<file path="src/rtl/mu0_pkg.sv">
// Shared definitions for the MU0 control unit: opcodes, ALU function codes,
// controller state encoding and the packed control word driven to the datapath.
package mu0_pkg;

    localparam int OP_W = 4;
    localparam int FS_W = 2;

    localparam logic [OP_W-1:0] OP_LDA = 4'h0;
    localparam logic [OP_W-1:0] OP_STA = 4'h1;
    localparam logic [OP_W-1:0] OP_ADD = 4'h2;
    localparam logic [OP_W-1:0] OP_SUB = 4'h3;
    localparam logic [OP_W-1:0] OP_JMP = 4'h4;
    localparam logic [OP_W-1:0] OP_JGE = 4'h5;
    localparam logic [OP_W-1:0] OP_JNE = 4'h6;
    localparam logic [OP_W-1:0] OP_STP = 4'h7;

    localparam logic [FS_W-1:0] FS_PASS_Y = 2'b00;
    localparam logic [FS_W-1:0] FS_ADD    = 2'b01;
    localparam logic [FS_W-1:0] FS_INC    = 2'b10;
    localparam logic [FS_W-1:0] FS_SUB    = 2'b11;

    typedef enum logic [1:0] {
        ST_FETCH = 2'b00,
        ST_EXEC  = 2'b01,
        ST_HALT  = 2'b10
    } state_e;

    typedef struct packed {
        logic            addr_sel;
        logic            x_sel;
        logic            y_sel;
        logic [FS_W-1:0] alu_fs;
        logic            acc_en;
        logic            pc_en;
        logic            ir_en;
        logic            rd;
        logic            wr;
        logic            halted;
    } ctrl_t;

    // LDA, STA, ADD and SUB are the only opcodes that touch memory in EXEC.
    function automatic logic isMemOp(input logic [OP_W-1:0] f);
        return (f <= OP_SUB);
    endfunction

endpackage

</file>
<file path="src/rtl/mu0_decode.sv">
// Combinational decoder: maps controller state, opcode, flags and memory
// ready into the control word for the MU0 datapath.
module mu0_decode
    import mu0_pkg::*;
(
    input  state_e          state_i,
    input  logic [OP_W-1:0] f_i,
    input  logic            n_i,
    input  logic            z_i,
    input  logic            memRdy_i,
    output ctrl_t           ctrl_o
);

    always_comb begin
        ctrl_o = '0;
        case (state_i)
            ST_FETCH: begin
                ctrl_o.rd     = 1'b1;
                ctrl_o.alu_fs = FS_INC;
                ctrl_o.ir_en  = memRdy_i;
                ctrl_o.pc_en  = memRdy_i;
            end
            ST_EXEC: begin
                case (f_i)
                    OP_LDA: begin
                        ctrl_o.addr_sel = 1'b1;
                        ctrl_o.rd       = 1'b1;
                        ctrl_o.alu_fs   = FS_PASS_Y;
                        ctrl_o.acc_en   = memRdy_i;
                    end
                    OP_STA: begin
                        ctrl_o.addr_sel = 1'b1;
                        ctrl_o.wr       = 1'b1;
                    end
                    OP_ADD: begin
                        ctrl_o.addr_sel = 1'b1;
                        ctrl_o.rd       = 1'b1;
                        ctrl_o.x_sel    = 1'b1;
                        ctrl_o.alu_fs   = FS_ADD;
                        ctrl_o.acc_en   = memRdy_i;
                    end
                    OP_SUB: begin
                        ctrl_o.addr_sel = 1'b1;
                        ctrl_o.rd       = 1'b1;
                        ctrl_o.x_sel    = 1'b1;
                        ctrl_o.alu_fs   = FS_SUB;
                        ctrl_o.acc_en   = memRdy_i;
                    end
                    OP_JMP, OP_JGE, OP_JNE: begin
                        ctrl_o.y_sel  = 1'b1;
                        ctrl_o.alu_fs = FS_PASS_Y;
                        ctrl_o.pc_en  = (f_i == OP_JMP) ? 1'b1 :
                                        (f_i == OP_JGE) ? ~n_i : ~z_i;
                    end
                    default: ;
                endcase
            end
            ST_HALT: ctrl_o.halted = 1'b1;
            default: ;
        endcase
    end

endmodule

</file>
<file path="src/rtl/mu0_control.sv">
// MU0 control unit: fetch/execute/halt sequencer with async active-low reset;
// the control word comes from mu0_decode and is forced to zero while in reset.
module mu0_control
    import mu0_pkg::*;
(
    input  logic            Clk,
    input  logic            Reset,
    input  logic [OP_W-1:0] F,
    input  logic            N,
    input  logic            Z,
    input  logic            Mem_Rdy,
    output logic            Addr_sel,
    output logic            X_sel,
    output logic            Y_sel,
    output logic [FS_W-1:0] ALU_fs,
    output logic            Acc_En,
    output logic            PC_En,
    output logic            IR_En,
    output logic            Rd,
    output logic            Wr,
    output logic            Halted
);

    state_e state_q;
    state_e state_d;
    ctrl_t  decCtrl;
    ctrl_t  ctrl;

    always_ff @(posedge Clk or negedge Reset) begin
        if (!Reset) state_q <= ST_FETCH;
        else        state_q <= state_d;
    end

    // Memory ops stall in EXEC until the memory completes; others take one cycle.
    always_comb begin
        state_d = state_q;
        case (state_q)
            ST_FETCH: if (Mem_Rdy) state_d = ST_EXEC;
            ST_EXEC: begin
                if (F == OP_STP)                  state_d = ST_HALT;
                else if (isMemOp(F) && !Mem_Rdy)  state_d = ST_EXEC;
                else                              state_d = ST_FETCH;
            end
            ST_HALT:  state_d = ST_HALT;
            default:  state_d = ST_FETCH;
        endcase
    end

    mu0_decode u_decode (
        .state_i  (state_q),
        .f_i      (F),
        .n_i      (N),
        .z_i      (Z),
        .memRdy_i (Mem_Rdy),
        .ctrl_o   (decCtrl)
    );

    // Outputs must fall to zero the moment reset asserts, not at the next edge.
    always_comb begin
        ctrl = decCtrl;
        if (!Reset) ctrl = '0;
    end

    assign Addr_sel = ctrl.addr_sel;
    assign X_sel    = ctrl.x_sel;
    assign Y_sel    = ctrl.y_sel;
    assign ALU_fs   = ctrl.alu_fs;
    assign Acc_En   = ctrl.acc_en;
    assign PC_En    = ctrl.pc_en;
    assign IR_En    = ctrl.ir_en;
    assign Rd       = ctrl.rd;
    assign Wr       = ctrl.wr;
    assign Halted   = ctrl.halted;

endmodule
</file>
<file path="config.mk">
export PLATFORM = sky130hd
export DESIGN_NAME = mu0_control
export DESIGN_NICKNAME = d
export VERILOG_FILES = /design/src/rtl/mu0_pkg.sv /design/src/rtl/mu0_decode.sv /design/src/rtl/mu0_control.sv
export SDC_FILE = /design/constraint.sdc
export NUM_CORES = 1
export LEC_CHECK = 0
export BUFFER_PORTS_ARGS = -buffer_cell sky130_fd_sc_hd__buf_4
export CAP_MARGIN = 10
export CORE_AREA = 4 4 41 43
export DETAILED_ROUTE_END_ITERATION = 16
export DIE_AREA = 0 0 45 47
export SLEW_MARGIN = 20
export SYNTH_ARGS = -nofsm -noshare
export SYNTH_HDL_FRONTEND = slang
export SYNTH_HIERARCHICAL = 1
export SYNTH_SLANG_ARGS = --single-unit
</file>
<file path="constraint.sdc">
create_clock -name Clk -period 1.25 [get_ports Clk]
set_input_delay 0.1875 -clock Clk [delete_from_list [all_inputs] [get_ports Clk]]
set_output_delay 0.1875 -clock Clk [all_outputs]
set_load 0.1 [all_outputs]
</file>
==> results of run 1 <==
[power by group through the flow]
stage / combinational (mW) / clock [mW] / sequential, mW
CTS: 0.348 / 0.166 / 0.0859
detailed placement: 0.274 / 0 / 0.0871
global route: 0.373 / 0.180 / 0.0875
global placement: 0.274 / 0 / 0.0864
floorplan: 0.198 / 0 / 0.0837
finish: 0.357 / 0.159 / 0.0856
[synthesized netlist by cell type]
master / instances / share of area [%]
sky130_fd_sc_hd__nor2_1: 2 / 2.4
sky130_fd_sc_hd__and2_2: 2 / 4.9
sky130_fd_sc_hd__a21oi_1: 4 / 6.5
sky130_fd_sc_hd__or4b_1: 1 / 3.3
sky130_fd_sc_hd__and3_1: 1 / 2.0
sky130_fd_sc_hd__and2b_2: 1 / 2.8
sky130_fd_sc_hd__a21boi_0: 1 / 2.4
sky130_fd_sc_hd__nand2_1: 1 / 1.2
sky130_fd_sc_hd__and3b_1: 1 / 2.8
sky130_fd_sc_hd__nand3_1: 1 / 1.6
sky130_fd_sc_hd__nor4bb_1: 1 / 3.3
sky130_fd_sc_hd__nand2b_1: 2 / 4.1
sky130_fd_sc_hd__and2_1: 11 / 22
sky130_fd_sc_hd__a32o_1: 1 / 3.3
sky130_fd_sc_hd__and4bb_2: 1 / 4.1
sky130_fd_sc_hd__inv_1: 1 / 1.2
sky130_fd_sc_hd__nor4b_4: 1 / 7.7
sky130_fd_sc_hd__clkbuf_1: 1 / 1.2
sky130_fd_sc_hd__or2b_1: 1 / 2.4
sky130_fd_sc_hd__o21ai_0: 1 / 1.6
sky130_fd_sc_hd__nor3b_1: 1 / 2.4
sky130_fd_sc_hd__dfrtp_1: 2 / 16
[cells by family after synthesis]
group	after synthesis
flip-flops	2
AO/OA/AOI/OAI	7
AND/OR/NAND/NOR	28
buffers and inverters	2
[final timing paths]
| kind | startpoint | to | depth (start not counted) |
|---|---|---|---|
| max | state_q[1] | Y_sel | 4 |
| min | F[0] | state_q[1] | 2 |
| max reg2reg | state_q[1] | state_q[1] | 4 |
| min reg2reg | state_q[0] | state_q[1] | 2 |
| max in group asynchronous | Reset | state_q[0] | 2 |
| min in group asynchronous | Reset | state_q[1] | 2 |
[layout by cell type (no fill, tap or decap), drive strengths merged]
| master | instances |
|---|---|
| dlygate4sd3 | 1 |
| nand2b | 2 |
| inv | 1 |
| or2b | 1 |
| nor4b | 1 |
| nor3b | 1 |
| nand3 | 1 |
| nor4bb | 1 |
| and2 | 13 |
| a32o | 1 |
| or4b | 1 |
| clkbuf | 4 |
| and3 | 1 |
| dfrtp | 2 |
| nand2 | 1 |
| and4bb | 1 |
| nor2 | 2 |
| and2b | 1 |
| and3b | 1 |
| a21oi | 4 |
| a21boi | 1 |
| buf | 28 |
| o21ai | 1 |
[worst register-to-register path: cells and delay by family, from the launching register on]
kind,cells,cell delay [ps]
AOI/OAI and AO/OA,1,200
and+or+nand+nor,1,270
DFF,1,430
buffers and inverters,2,280
[layout make-up]
type	count	area, µm²
fillers	120	544
repair buffers	29	365
multi-input cells	35	290
flip-flops and latches	2	52.6
clock buffers	4	26.3
well taps	15	18.8
inverters	1	3.75
[repair_timing]
action / CTS / global route
gates resized for setup: 38 / 3
buffers inserted: 3 / 2
setup endpoints to repair: 11 / 12
hold endpoints to repair: 2 / 0
pin swaps: 2 / 1
hold buffers: 1 / 0
[layer usage]
metal  routed length, µm  up-vias  track usage (%)
met5                   0        -                0
met4                   0        0             6.43
met3                  71        0             2.30
met2                 605       11             19.5
li1                    -      199                -
met1                 347      190             10.6
==> load_flow_metrics.sql, run 1 <==
INSERT INTO impl_metrics (metric_group, metric, value, unit) VALUES
('outcome', 'outcome', 'finished, violations left', ''),
('outcome', 'violations', 'setup timing', ''),
('place', 'place_congestion', '0.762', ''),
('timing', 'totalNegativeSetupSlack', '-3950', 'ps'),
('power', 'p_total', '602', 'µW'),
('floorplan', 'initial_core_util', '23.7', '%'),
('logic_synthesis', 'synthesis.area_per_instance', '7.89', 'µm²'),
('route', 'vias', '400', ''),
('route', 'post-route-drc-count', '0', ''),
('floorplan', 'die_w', '45', 'µm'),
('logic_synthesis', 'synth_nets', '48', ''),
('power', 'share_seq_of_total_power', '14.2', '%'),
('power', 'share_clk_of_total_power', '26.4', '%'),
('layout', 'layout-area-overhead-vs-synth', '146', '%'),
('layout', 'largest_register_ffs', '2', ''),
('timing', 'relSlewSlack', '80.9', '%'),
('power', 'vdd_drop_max', '0.542', 'mV'),
('route', 'initial_drt_pass_iterations', '4', ''),
('layout', 'top_register', 'state_q', ''),
('place', 'placedCellCount', '77', ''),
('setup_path', 'critPathMaxStageDelay', '430', 'ps'),
('timing', 'finalMaxSlewViolations', '0', ''),
('clock_network', 'ctsLongestPathBuffers', '2', ''),
('clock_network', 'clkSlewWorstSetupHoldPaths', '40', 'ps'),
('power', 'net-switching-power', '250', 'µW'),
('layout', 'top_regs', 'state_q (2)', ''),
('clock_network', 'tritoncts', 'done', ''),
('logic_synthesis', 'synth_top_family_by_area', 'simple AND/OR/NAND/NOR gates', ''),
('clock_network', 'htreeDepth', '1', ''),
('setup_path', 'critical_path.endpoint_type', 'output port', ''),
('layout', 'layout.cell_area.non_filler', '757', 'µm²'),
('logic_synthesis', 'share_of_the_synthesized_area_in_compound_gates_ao_oa_aoi_oai', '13.8', '%'),
('floorplan', 'io_pins', '20', ''),
('logic_synthesis', 'synthCells', '39', ''),
('layout', 'filler_free_cell_count_of_the_finished_design', '86', ''),
('logic_synthesis', 'synth_area', '308', 'µm²'),
('timing', 'clock_skew', '7.72', 'ps'),
('floorplan', 'design.core.area', '1300', 'µm²'),
('power', 'total_power_density_per_cell_area', '795', 'nW/µm²'),
('setup_path', 'cp_data_arrival_time', '1480', 'ps'),
('timing', 'final-setup-viol-count', '12', ''),
('global_route', 'grt_antenna_before_repair', '0', ''),
('timing', 'final.period_utilization', '133', '%'),
('setup_path', 'worst_ep_required_time', '1060', 'ps'),
('timing', 'hold_violations', '0', ''),
('route', 'avgRoutedWirePerCell', '11.9', 'µm'),
('setup_path', 'cells_traversed_along_the_worst_timing_path', 'and4bb_2, a21boi_2, and2_4, buf_12', ''),
('setup_path', 'worst_setup_path_start_kind', 'flip-flop', ''),
('timing', 'tightestPinTransition', '286', 'ps'),
('layout', 'finish.net_count', '81', ''),
('logic_synthesis', 'synth_seq_cells', '2', ''),
('global_route', 'grt_overflow', '0', ''),
('setup_path', 'rrSetupSlack', '0', 'ps'),
('clock_network', 'clkLatencyLatePin', '230', 'ps'),
('global_route', 'grt_start_max_net_pins', '13', ''),
('route', 'wirelength', '1020', 'µm'),
('timing', 'fin_ws', '-413', 'ps'),
('clock_network', 'clkSinkCount', '2', ''),
('logic_synthesis', 'synth-adder-area-share', '0', '%'),
('global_route', 'globalRouteTotalUtil', '10.5', '%'),
('layout', 'fin_util', '58.2', '%'),
('power', 'comb_power_share', '59.4', '%'),
('logic_synthesis', 'sequential_cell_area_fraction_in_the_yosys_report', '16.3', '%'),
('clock_network', 'cts-buffers-inserted', '3', ''),
('logic_synthesis', 'synth-simple-area-share', '67.5', '%'),
('clock_network', 'clock-root-buffer', 'sky130_fd_sc_hd__clkbuf_4', ''),
('setup_path', 'critPathBufInv', '1', ''),
('logic_synthesis', 'synth.yosys.warnings', '6', ''),
('route', 'drt.antenna.violating_nets', '0', ''),
('global_route', 'first_pass_grt_wire_length', '1610', 'µm'),
('route', 'detailedRoute.firstIterationViolations', '6', '');
(Power assumes the default switching activity.)
==> run 2, diff against run 1 <==
SKIP_LAST_GASP = 1   (was not set)
==> run 2 against run 1 <==
The run still ends with setup timing left. Worst hold slack hardly changed. Clock skew unchanged. First-iteration DRC count is the same. Maximum frequency up 0.39%. Combinational power about the same. Sequential share of layout area about the same. Flip-flop and latch count is the same. Die area unchanged. Sequential power down 0.5%. Non-clock buffer count stayed put. Routed wire length grew 0.49%.
==> load_flow_metrics.sql, run 2 (same netlist as run 1, synthesis figures left out) <==
INSERT INTO impl_metrics (metric_group, metric, value, unit) VALUES
('outcome', 'outcome', 'finished, violations left', ''),
('outcome', 'violations', 'setup timing', ''),
('clock_network', 'clkSinkCount', '2', ''),
('clock_network', 'tritoncts', 'done', ''),
('clock_network', 'clock-root-buffer', 'sky130_fd_sc_hd__clkbuf_4', ''),
('timing', 'maxClockFrequency', '604', 'MHz'),
('layout', 'top_regs', 'state_q (2)', ''),
('setup_path', 'rrSetupSlack', '0', 'ps'),
('place', 'placedCellCount', '77', ''),
('floorplan', 'die_w', '45', 'µm'),
('setup_path', 'critical_path_peak_fanout', '4', ''),
('setup_path', 'worst_ep_required_time', '1060', 'ps'),
('layout', 'layout.cell_area.non_filler', '753', 'µm²'),
('setup_path', 'critPathMaxStageDelay', '430', 'ps'),
('power', 'net-switching-power', '250', 'µW'),
('layout', 'largest_register_ffs', '2', ''),
('layout', 'layout-area-overhead-vs-synth', '145', '%'),
('timing', 'finalMaxSlewViolations', '0', ''),
('route', 'detailedRoute.firstIterationViolations', '6', ''),
('floorplan', 'die_height', '47', 'µm'),
('floorplan', 'design.die.area', '2120', 'µm²'),
('clock_network', 'ctsLongestPathBuffers', '2', ''),
('timing', 'hold_violations', '0', ''),
('route', 'post_dr_vias_cell', '4.70', ''),
('timing', 'tightestPinTransition', '286', 'ps'),
('layout', 'top_register', 'state_q', ''),
('timing', 'final.hold.worst_slack', '298', 'ps'),
('layout', 'mostFrequentLayoutCell', 'sky130_fd_sc_hd__buf_4', ''),
('power', 'switching_share', '41.5', '%'),
('setup_path', 'cp_data_arrival_time', '1470', 'ps'),
('place', 'dp_slack', '-341', 'ps'),
('setup_path', 'critical_path.slowest_cell', 'sky130_fd_sc_hd__dfrtp_2', ''),
('setup_path', 'cells_traversed_along_the_worst_timing_path', 'and4bb_2, a21boi_2, and2_4, buf_12', ''),
('hold_path', 'min-delay-start', 'F[0]', ''),
('setup_path', 'timing.rr.start', 'state_q[1]', ''),
('power', 'share_seq_of_total_power', '14.2', '%'),
('route', 'wirelength', '1030', 'µm'),
('timing', 'finalWorstPathRequiredPeriod', '1660', 'ps'),
('layout', 'antennaDiodeCount', '0', ''),
('timing', 'totalNegativeSetupSlack', '-3950', 'ps'),
('clock_network', 'clkSlewWorstSetupHoldPaths', '40', 'ps'),
('timing', 'grt_setup_unrepaired', 'yes', ''),
('route', 'post-route-drc-count', '0', ''),
('setup_path', 'worst_setup_path_start_kind', 'flip-flop', ''),
('layout', 'filler_free_cell_count_of_the_finished_design', '86', ''),
('timing', 'final-setup-viol-count', '11', ''),
('power', 'leakage', '0.345', 'nW'),
('clock_network', 'htreeDepth', '1', ''),
('setup_path', 'critical_path.endpoint_type', 'output port', ''),
('layout', 'layout.cells.most_common_list', 'sky130_fd_sc_hd__buf_4, sky130_fd_sc_hd__buf_12, sky130_fd_sc_hd__and2_4', ''),
('global_route', 'grt_antenna_before_repair', '0', ''),
('place', 'place_congestion', '0.762', ''),
('route', 'drt.antenna.violating_nets', '0', ''),
('timing', 'fin_ws', '-406', 'ps'),
('floorplan', 'initial_core_util', '23.7', '%'),
('setup_path', 'setup.worst_path.class', 'reg2out', ''),
('layout', 'post_route_cells_drive_above_1_share', '73.2', '%'),
('timing', 'clock_skew', '7.72', 'ps'),
('global_route', 'grt_overflow', '0', ''),
('setup_path', 'reg2reg_to', 'state_q[1]', ''),
('hold_path', 'hold_depth', '2', ''),
('layout', 'finish.net_count', '81', ''),
('place', 'detailed_place.area', '529', 'µm²'),
('layout', 'fill_cells', '121', ''),
('route', 'avgRoutedWirePerCell', '12.0', 'µm'),
('global_route', 'grt_pass1_vias', '386', ''),
('power', 'share_clk_of_total_power', '26.5', '%'),
('global_route', 'globalRouteTotalUtil', '10.1', '%'),
('timing', 'relSlewSlack', '80.9', '%'),
('timing', 'final.period_utilization', '133', '%'),
('power', 'p_total', '601', 'µW'),
('job', 'max_cap_violations', '0', ''),
('route', 'vias', '404', ''),
('setup_path', 'timing.reg2reg.worst_path_depth', '4', ''),
('clock_network', 'clkLatencyLatePin', '230', 'ps'),
('power', 'total_power_density_per_cell_area', '797', 'nW/µm²'),
('power', 'vdd_drop_max', '0.541', 'mV'),
('floorplan', 'design.core.area', '1300', 'µm²'),
('global_route', 'grt_start_max_net_pins', '13', ''),
('route', 'initial_drt_pass_iterations', '4', ''),
('global_route', 'first_pass_grt_wire_length', '1560', 'µm'),
('hold_path', 'timing.hold.worst_endpoint', 'state_q[1]', ''),
('power', 'internal_power', '351', 'µW'),
('floorplan', 'io_pins', '20', ''),
('layout', 'fin_util', '57.9', '%'),
('power', 'comb_power_share', '59.3', '%'),
('hold_path', 'worst_hold_path_type', 'in2reg', ''),
('clock_network', 'cts-buffers-inserted', '3', ''),
('floorplan', 'placementRows', '13', ''),
('place', 'io_buffers', '19', '');
==> run 2: what timing repair did <==
item,4_1_cts,5_1_grt
setup endpoints to repair,11,12
endpoints found under the hold margin,2,0
buffers inserted,3,2
hold buffers,1,0
resized for setup,37,3
pin swaps,2,1
==> run 2: cell type report <==
class / count / area [µm²] / area share (%)
Multi-Input combinational cell: 35 / 290 / 38.5
Inverter: 1 / 3.75 / 0.498
Sequential cell: 2 / 52.6 / 6.98
Clock buffer: 4 / 26.3 / 3.49
Timing Repair Buffer: 29 / 362 / 48.0
Tap cell: 15 / 18.8 / 2.49
==> run 2: per-layer routing <==
layer	share of wire (%)	global-route usage (%)	wire (µm)
met1	32	9.95	332
met2	58	18.1	593
met3	8.6	2.68	88
met4	1.4	7.60	14
met5	0	0	0
==> run 2: worst max path at each step <==
| stage | cells past startpoint | endpoint | from | slack, ps |
|---|---|---|---|---|
| CTS | 4 | Y_sel | state_q[1] | -420 |
| detailed placement | 4 | Y_sel | state_q[1] | -340 |
| floorplan | 3 | Y_sel | state_q[1] | -180 |
| finish | 4 | Y_sel | state_q[1] | -410 |
| global placement | 4 | Acc_En | state_q[0] | -310 |
| global route | 4 | Wr | state_q[0] | -470 |
==> run 2: power by group through the flow <==
| stage | Clock, mW | Sequential, mW | Combinational, mW |
|---|---|---|---|
| 6_report | 0.159 | 0.0852 | 0.356 |
| 2_1_floorplan | 0 | 0.0837 | 0.198 |
| 3_3_place_gp | 0 | 0.0864 | 0.274 |
| 5_1_grt | 0.180 | 0.0871 | 0.372 |
| 4_1_cts | 0.166 | 0.0859 | 0.346 |
| 3_5_place_dp | 0 | 0.0871 | 0.274 |
==> run 2: critical path: cells and delay by family, from the launching register on <==
family / cells / cell delay, ps
AO/OA/AOI/OAI: 1 / 170
buffers and inverters: 1 / 170
flip-flops: 1 / 430
AND/OR/NAND/NOR: 2 / 480
